[src/rtl/clk_mux_cfg_pkg.sv]
// Shared types and constants for the clock-mux configuration loader.
// Word length depends on CLK_MUX_CFG_PARITY_EN (7 bits with odd parity, else 6).
package clk_mux_cfg_pkg;

  typedef enum logic [1:0] {
    IDLE,
    SHIFT,
    CHECK,
    SETTLE
  } state_t;

  localparam int unsigned CFG_W        = 6;
  localparam int unsigned POL          = 5;
  localparam int unsigned EN           = 4;
  localparam int unsigned SEL_MSB      = 3;
  localparam int unsigned MAX_SEL      = 11;
  localparam int unsigned BIT_CNT_W    = 3;
  localparam int unsigned SETTLE_CNT_W = 4;

`ifdef CLK_MUX_CFG_PARITY_EN
  localparam int unsigned WORD_LEN = CFG_W + 1;
`else
  localparam int unsigned WORD_LEN = CFG_W;
`endif

  // True when the select index addresses one of the mux inputs.
  function automatic logic sel_in_range(input logic [SEL_MSB:0] sel);
    return sel <= (SEL_MSB + 1)'(MAX_SEL);
  endfunction

endpackage

[src/rtl/clk_mux_cfg_loader.sv]
// Serial configuration loader that commits a validated select word to the clock mux.
// Optional odd-parity check over the serial word is enabled by CLK_MUX_CFG_PARITY_EN.
module clk_mux_cfg_loader
  import clk_mux_cfg_pkg::*;
#(
  parameter int unsigned SETTLE_CYCLES = 4
) (
  input  logic       clk,
  input  logic       rst,
  input  logic       cfg_start,
  input  logic       cfg_valid,
  input  logic       cfg_sdi,
  output logic [5:0] cbit,
  output logic [5:0] cbitb,
  output logic       prog,
  output logic       cenb,
  output logic       cfg_done,
  output logic       cfg_err
);

  state_t                    state;
  logic [WORD_LEN-1:0]       shadow;
  logic [BIT_CNT_W-1:0]      bit_cnt;
  logic [SETTLE_CNT_W-1:0]   settle_cnt;
  logic [CFG_W-1:0]          cfg_word;
  logic                      word_ok;

  // Config bits occupy the top of the shadow; a parity bit, if present, sits in the LSB.
  assign cfg_word = shadow[WORD_LEN-1 -: CFG_W];

`ifdef CLK_MUX_CFG_PARITY_EN
  assign word_ok = sel_in_range(cfg_word[SEL_MSB:0]) && (^shadow);
`else
  assign word_ok = sel_in_range(cfg_word[SEL_MSB:0]);
`endif

  always_ff @(posedge clk or posedge rst) begin
    if (rst) begin
      state      <= IDLE;
      shadow     <= '0;
      bit_cnt    <= '0;
      settle_cnt <= '0;
      cbit       <= 6'h00;
      cbitb      <= 6'h3F;
      prog       <= 1'b0;
      cenb       <= 1'b1;
      cfg_done   <= 1'b0;
      cfg_err    <= 1'b0;
    end else begin
      cfg_done <= 1'b0;
      cfg_err  <= 1'b0;
      case (state)
        IDLE: begin
          if (cfg_start) begin
            state   <= SHIFT;
            prog    <= 1'b1;
            cenb    <= 1'b1;
            shadow  <= '0;
            bit_cnt <= '0;
          end
        end
        SHIFT: begin
          if (cfg_valid) begin
            shadow <= {shadow[WORD_LEN-2:0], cfg_sdi};
            if (bit_cnt == BIT_CNT_W'(WORD_LEN - 1)) begin
              bit_cnt <= '0;
              state   <= CHECK;
            end else begin
              bit_cnt <= bit_cnt + 1'b1;
            end
          end
        end
        CHECK: begin
          if (word_ok) begin
            cbit       <= cfg_word;
            cbitb      <= ~cfg_word;
            settle_cnt <= SETTLE_CNT_W'(SETTLE_CYCLES - 1);
            state      <= SETTLE;
          end else begin
            // Rejected word: the previously committed select stays in force.
            cfg_err <= 1'b1;
            prog    <= 1'b0;
            cenb    <= ~cbit[EN];
            state   <= IDLE;
          end
        end
        SETTLE: begin
          if (settle_cnt == '0) begin
            prog     <= 1'b0;
            cenb     <= ~cbit[EN];
            cfg_done <= 1'b1;
            state    <= IDLE;
          end else begin
            settle_cnt <= settle_cnt - 1'b1;
          end
        end
        default: state <= IDLE;
      endcase
    end
  end

endmodule

[config.mk]
export PLATFORM = sky130hd
export DESIGN_NAME = clk_mux_cfg_loader
export DESIGN_NICKNAME = d
export VERILOG_FILES = /design/src/rtl/clk_mux_cfg_pkg.sv /design/src/rtl/clk_mux_cfg_loader.sv
export SDC_FILE = /design/constraint.sdc
export NUM_CORES = 1
export LEC_CHECK = 0
export ABC_AREA = 1
export CAP_MARGIN = 5
export CORE_UTILIZATION = 42
export DETAILED_ROUTE_END_ITERATION = 12
export HOLD_SLACK_MARGIN = 0.1
export SLEW_MARGIN = 20
export SYNTH_ARGS = -nofsm -noshare
export SYNTH_HDL_FRONTEND = slang
export SYNTH_SLANG_ARGS = --single-unit
[constraint.sdc]
create_clock -name clk -period 2.6 [get_ports clk]
set_clock_uncertainty 0.05 [all_clocks]
set_input_delay 0.26 -clock clk [delete_from_list [all_inputs] [get_ports clk]]
set_output_delay 0.26 -clock clk [all_outputs]
set_load 0.01 [all_outputs]
# After elaboration in Yosys (flattened, before gate mapping)
# Cells that the tools add are included.
# word_totals
ff_bits	31
inputBits	5
out_inout_bits	16
word_cells	63
# classes
add_sub_neg	2
order_cmp	1
eq_ne	11
muxes	27
bitwise	2
reduce_logical	10
# ops
cell	n
2-bit inequality test (second input constant)	7
6-bit two-way mux	2
6-bit case mux with 2 select lines	1
2-bit two-way mux	5
1-bit two-way mux	9
3-bit two-way mux	3
4-bit two-way mux	2
2-bit case mux with 4 select lines	1
4-bit case mux with 2 select lines	1
4-bit AND reduction	2
6-bit NOT	1
1-bit case mux with 3 select lines	2
3-bit case mux with 2 select lines	1
3-bit AND reduction	2
2-bit == test (second input constant)	2
4-bit less-or-equal comparator (second input constant)	1
4-bit logical NOT	1
2-bit nonzero test	2
4-bit by 1-bit subtractor with 4-bit output (second input constant)	1
3-bit by 1-bit adder with 3-bit output (second input constant)	1
3-bit == test (second input constant)	1
3-bit nonzero test	1
2-bit by 1-bit == test with 1-bit output (second input constant)	1
2-bit logical NOT	1
other kinds (2)	2

# Logic depth before layout (Yosys ltp)
# Gate-level depths: netlist of run 1.
# depth
depth_word	4
ltp_mapped	8
depth_no_buf	8

# Worst setup path before layout of run 1
# No wires, ideal clock.
# synth_path
kind	register to register
startpoint	register settle_cnt[0]
endpoint	register state[0]
setup_time_ps	123
arrival_ps	1154
required_ps	2427
slack_ps	1273
stages_incl_launch_ff	8
path_buffers	0
synth_period_minus_slack_ps	1327
path_cell_list	dfrtp_1 -> inv_1 -> ha_1 -> nand3_1 -> nand2_1 -> nand2_1 -> o21ai_0 -> nand2_1
# synth_between
elab_chain_len	3
# synth_lines
element	line	rtl
from (decl)	clk_mux_cfg_loader.sv:24	logic [SETTLE_CNT_W-1:0] settle_cnt;
from (signal assigned)	clk_mux_cfg_loader.sv:77	settle_cnt <= SETTLE_CNT_W'(SETTLE_CYCLES - 1);
from (signal assigned)	clk_mux_cfg_loader.sv:94	settle_cnt <= settle_cnt - 1'b1;
4-bit logical NOT	clk_mux_cfg_loader.sv:88	if (settle_cnt == '0) begin
2-bit inequality test (no source line)	n/a	
4-bit AND reduction (no source line)	n/a	
to (signal assigned)	clk_mux_cfg_loader.sv:84	state <= IDLE;
to (signal assigned)	clk_mux_cfg_loader.sv:92	state <= IDLE;
to (signal assigned)	clk_mux_cfg_loader.sv:97	default: state <= IDLE;
to (decl)	clk_mux_cfg_loader.sv:21	state_t state;
# No other way between the ends.
# A chain may end at the register's enable or synchronous reset.

# Worst setup path in the final report of run 1
# layout_path
startpoint	register cenb
endpoint	output port cenb
# layout_lines
element	line	rtl
from (decl)	clk_mux_cfg_loader.sv:16	output logic cenb,
from (signal assigned)	clk_mux_cfg_loader.sv:83	cenb <= ~cbit[EN];
from (signal assigned)	clk_mux_cfg_loader.sv:90	cenb <= ~cbit[EN];
# No word-level cell between the ends.

==> run_results.csv, run 1 <==
group,metric,value,unit
synthesis,avgSynthCellArea,8.94,µm²
power_and_ir_drop,power_density,1200,nW/µm²
timing,finalSetupViolations,0,
timing,fin_tns_setup,0,ns
cts,clock_path_buffers,2,
floorplanning,initial_core_util,0.446,
worst_setup_path,required,2.29,ns
cts,cts_setup_buffers,0,
status,status,"finished clean",
route,vias_per_cell,4.74,
cts,cts-htree-levels,2,
global_route,grt_max_degree,22,
timing,fin_ws,0.893,ns
cts,cts-root-buf,"clkbuf_4",
cts,hold_buffers,0,
synthesis,ys_types,19,
synthesis,synth-seq-cells,31,
route,drt-wirelength-per-cell,11.3,µm
final_layout,multiInputGateArea,480,µm²
global_route,grt_pass1_vias,1094,
global_route,grt.overflow.total,0,
final_layout,num_antenna_cells,0,
final_layout,seqCellArea,785,µm²
global_route,antenna_found_initial,0,
timing,max_slew_margin,0.488,
worst_setup_path,path_max_fanout,2,
final_layout,layout_commonest_cell,"nand2_1",
min_path,hp-class,"input port to asynchronous set/reset pin",
route,ant_nets,0,
worst_setup_path,reg2reg_to,"cbit[4]",
route,drt_iter0_drc,65,
worst_setup_path,crit_slowest_cell,"dfstp_2",
timing,rsz0062_at_grt,"no",
floorplanning,dieArea,3530,µm²
cts,clkTransAtPathRegs,0.09,ns
global_route,grt_pass1_wl,4690,µm
worst_setup_path,crit_chain,"clkdlybuf4s50_1",
global_route,grt_usage,0.183,
place,port_buffers,20,
route,drt_pass1_iterations,4,
worst_setup_path,setup.worst_path.end_class,"output pin",
cts,cts_tree,"yes",
floorplanning,die_w,59.4,µm
place,preCtsSetupSlack,0.942,ns
worst_setup_path,r2r_setup_slack,0.94,ns
place,gp_congestion,0.827,
worst_setup_path,crit_type,"register to output pin",
final_layout,area_growth,20.1,%
final_layout,final_cell_mix,"nand2_1 (47), dfrtp_1 (24), clkdlybuf4s50_1 (20)",
cts,worstSkewPairLatency,0.32,ns
timing,hold_violations,0,
power_and_ir_drop,leakage,0.813,nW
synthesis,synthTopCellsByArea,"dfrtp_1 (43%), dfstp_2 (13%), nand2_1 (13%), inv_1 (5.1%), nand3_1 (4.7%)",
synthesis,synth_top_area_cell,"dfrtp_1",
synthesis,yosysWarnings,0,
timing,fin_crit,1.71,ns
run,max_cap_viol_count,0,
synthesis,synthCells,155,
floorplanning,die_h,59.4,µm
worst_setup_path,reg2reg_from,"state[0]",
worst_setup_path,arrival,1.40,ns
worst_setup_path,reg2reg_depth,5,
worst_setup_path,critical_path.top_delay_family,"flip-flops",
route,wl,2540,µm
floorplanning,io_pins,21,
timing,worst_pin_slew,0.767,ns
final_layout,fillers,314,
worst_setup_path,cp_num_buf_inv,1,
floorplanning,num_rows,20,
synthesis,syn-num-nets,162,
timing,clock.fmax,0.586,GHz
route,drc_errors,0,
cts,ctsResizeCount,0,
worst_setup_path,slowest_delay,0.55,ns
synthesis,synth_seq_area_share,0.566,
floorplanning,core_area,3100,µm²
worst_setup_path,startpoint_type,"register",
final_layout,drive_gt1_frac,0.110,
timing,fin_crit_sh,0.656,
cts,cts_buffers,5,
cts,clkSinkCount,31,
power_and_ir_drop,vdd_drop_max,0.510,mV
synthesis,netlist.area_leader.share,0.434,
synthesis,syn-cell-area,1390,µm²
final_layout,nNetsFinal,187,
route,route.vias.total,1067,
place,dp_hpwl,1870,µm
timing,finalMaxSlewViolations,0,
[logic make-up (layout without fill, tap and decap cells)]
logic type | Yosys count | count (layout) | synth area share
buf+inv | 25 | 51 | 0.0867
fa+ha+maj | 2 | 2 | 0.0181
compound gates | 23 | 23 | 0.107
simple gates | 74 | 74 | 0.222
flops | 31 | 31 | 0.566
[state kept, by name, indices dropped and copies added (netlist names)]
signal      cells
cbit            6
cfg_err         1
cfg_word        6
bit_cnt         3
cbitb           6
cfg_done        1
prog            1
settle_cnt      4
cenb            1
state           2
[synthesized netlist by cell type]
cell type	instances
inv_2	2
o21ai_4	1
nor3_1	1
dfrtp_1	24
nor2_1	8
ha_1	2
nand4_1	3
a21oi_2	1
nand2_2	1
nor2_2	1
buf_4	1
buf_6	3
o21a_1	7
nand3_1	13
inv_1	19
o21ai_0	9
dfstp_2	7
a21oi_1	5
nand2_1	47
[worst register-to-register path: cells and delay by family (launching register included)]
kind            cells  cell delay, ns
buf+inv             2            0.47
compound gates      1            0.12
flops               1            0.46
simple gates        2            0.47
[where the power goes]
part	switching (mW)	internal, mW
Combinational	0.474	0.394
Clock	0.147	0.108
Sequential	0.154	0.726
[worst max-delay path by stage]
| stage | from | end | cells past startpoint |
|---|---|---|---|
| 6_report | cenb | cenb | 1 |
| 2_1_floorplan | settle_cnt[0] | state[0] | 7 |
| 5_1_grt | state[0] | cbit[4] | 5 |
| 4_1_cts | cenb | cenb | 1 |
| 3_3_place_gp | cfg_valid | bit_cnt[0] | 5 |
| 3_5_place_dp | state[0] | cbit[4] | 5 |
[area by class of cell]
type                    instances  share of cell area
well taps                      44              0.0331
clock buffers                   8              0.0293
repair buffers                 22               0.129
flip-flops and latches         31               0.472
inverters                      21              0.0474
multi-input cells              99               0.289
[through the flow]
stage           util  area, µm²  cells  total power, mW  hold WS, ns
2_1_floorplan      -       1390    155             1.46        0.308
3_3_place_gp   0.520       1610    217             1.74        0.403
3_5_place_dp   0.520       1610    217             1.76        0.417
4_1_cts        0.536       1660    225             2.03        0.339
5_1_grt        0.536       1660    225             2.20        0.382
6_report       0.536       1660    225             2.00        0.319
[layer usage]
metal	up-vias	wire (µm)	GRT usage
met5	-	0	0
li1	544	-	-
met1	496	1210	0.222
met3	9	102	0.0655
met2	18	1160	0.289
met4	0	68	0.0884
(Power assumes the default switching activity.)
==> run 2: changes to the inputs <==
--- a/config.mk
+++ b/config.mk
@@ -10,6 +10,7 @@
 export CORE_UTILIZATION = 42
 export DETAILED_ROUTE_END_ITERATION = 12
 export HOLD_SLACK_MARGIN = 0.1
+export PLACE_DENSITY = 0.67
 export SLEW_MARGIN = 20
 export SYNTH_ARGS = -nofsm -noshare
 export SYNTH_HDL_FRONTEND = slang
==> constraint.sdc (replaced) <==
create_clock -name clk -period 1.5 [get_ports clk]
set_clock_uncertainty 0.05 [all_clocks]
set_input_delay 0.15 -clock clk [delete_from_list [all_inputs] [get_ports clk]]
set_output_delay 0.15 -clock clk [all_outputs]
set_load 0.01 [all_outputs]
==> run_results.csv, run 2 (synthesized netlist as in run 1, its figures left out) <==
group,metric,value,unit
cts,clkTransAtPathRegs,0.10,ns
worst_setup_path,crit_type,"register to output pin",
global_route,grt_pass1_vias,1079,
final_layout,final_area,1690,µm²
timing,max_slew_margin,0.738,
run,max_cap_viol_count,0,
worst_setup_path,startpoint_type,"register",
worst_setup_path,crit_slowest_cell,"clkdlybuf4s50_1",
timing,rsz0062_at_grt,"no",
global_route,antenna_found_initial,0,
floorplanning,dieArea,3530,µm²
worst_setup_path,setup.worst_path.end_class,"output pin",
timing,fin_crit_sh,0.958,
floorplanning,die_h,59.4,µm
route,drc_errors,0,
route,route.vias.total,1114,
timing,fin_ws,0.0625,ns
cts,worstSkewPairLatency,0.33,ns
power_and_ir_drop,power,3.55,mW
cts,clock_path_buffers,2,
timing,worst_pin_slew,0.393,ns
final_layout,final_cell_mix,"nand2_1 (46), dfrtp_1 (23), inv_1 (18)",
worst_setup_path,reg2reg_from,"settle_cnt[1]",
power_and_ir_drop,power_density,2100,nW/µm²
route,drt_iter0_drc,41,
worst_setup_path,cp.depth,1,
floorplanning,initial_core_util,0.446,
worst_setup_path,reg2reg_to,"state[0]",
worst_setup_path,arrival,1.24,ns
worst_setup_path,required,1.30,ns
worst_setup_path,r2r_setup_slack,0.11,ns
place,gp_congestion,0.760,
status,status,"finished clean",
global_route,grt_usage,0.181,
worst_setup_path,path_max_fanout,2,
final_layout,num_antenna_cells,0,
floorplanning,core_area,3100,µm²
timing,hold_violations,0,
final_layout,utilization,0.545,
global_route,grt_pass1_wl,4620,µm
route,drt_pass1_iterations,5,
worst_setup_path,crit_chain,"clkdlybuf4s50_1",
power_and_ir_drop,vdd_drop_max,0.891,mV
worst_setup_path,critPathCapture,"cbit[2]",
final_layout,layout_commonest_cell,"nand2_1",
final_layout,final_cells,228,
final_layout,drive_gt1_frac,0.158,
cts,cts_setup_buffers,0,
worst_setup_path,slowest_delay,0.54,ns
cts,cts-root-buf,"clkbuf_4",
floorplanning,io_pins,21,
cts,cts_buffers,5,
cts,cts_tree,"yes",
global_route,grt.overflow.total,0,
worst_setup_path,cp_num_buf_inv,1,
min_path,hp-class,"input port to asynchronous set/reset pin",
place,port_buffers,20,
final_layout,area_growth,22.0,%
worst_setup_path,critical_path.top_delay_family,"buffers and inverters",
place,dp_cells,220,
timing,finalMaxSlewViolations,0,
timing,fin_crit,1.44,ns
cts,hold_buffers,0,
worst_setup_path,reg2reg_depth,8,
place,preCtsSetupSlack,-0.00181,ns
cts,cts-htree-levels,2,
global_route,grt_max_degree,32,
place,placed_area,1640,µm²
timing,holdWs,0.148,ns
place,dp_hpwl,1950,µm
power_and_ir_drop,leakage,0.841,nW
route,wl,2740,µm
floorplanning,num_rows,20,
timing,fin_tns_setup,0,ns
cts,clkSinkCount,31,
timing,clock.fmax,0.696,GHz
route,vias_per_cell,4.89,
floorplanning,die_w,59.4,µm
route,ant_nets,0,
timing,finalSetupViolations,0,
route,drt-wirelength-per-cell,12.0,µm
worst_setup_path,crit_path_start,"cbit[2]",
final_layout,nNetsFinal,190,
[run 2: cell types whose count changed in the layout (fill, tap and decap cells not counted), sizes merged]
cell	delta
buf	+3
clkbuf	-3
clkdlybuf4s50	-8
clkinv	+3
dlygate4sd2	+7
dlymetal6s2s	+1
[run 2: worst min path at each step]
stage	endpoint	slack [ns]
after floorplan	bit_cnt[0]	0.20
after global placement	cenb	0.41
after detailed placement	cenb	0.41
after CTS	cbit[3]	0.15
after global routing	cbit[0]	0.19
final	cbit[0]	0.15
[run 2: routing by layer]
| layer | track usage | part of all wire |
|---|---|---|
| met3 | 0.0459 | 0.043 |
| met1 | 0.205 | 0.43 |
| met5 | 0 | 0 |
| met2 | 0.305 | 0.51 |
| met4 | 0.109 | 0.015 |
[run 2: final cells by class]
cell class | instances | area (µm²)
Inverter | 21 | 78.8
Fill cell | 294 | 1410
Sequential cell | 31 | 786
Clock inverter | 3 | 15.0
Tap cell | 44 | 55.1
Clock buffer | 5 | 37.5
Timing Repair Buffer | 25 | 235
Multi-Input combinational cell | 99 | 483
[run 2: timing repair]
action,CTS,global route
resized for setup,8,5
endpoints found under the setup margin,8,6
pin swaps,0,1
[run 2: power breakdown]
part	switching, mW	internal [mW]	leakage (nW)
registers	0.261	1.26	0.380
logic	0.875	0.687	0.426
clock network	0.293	0.174	0.0347
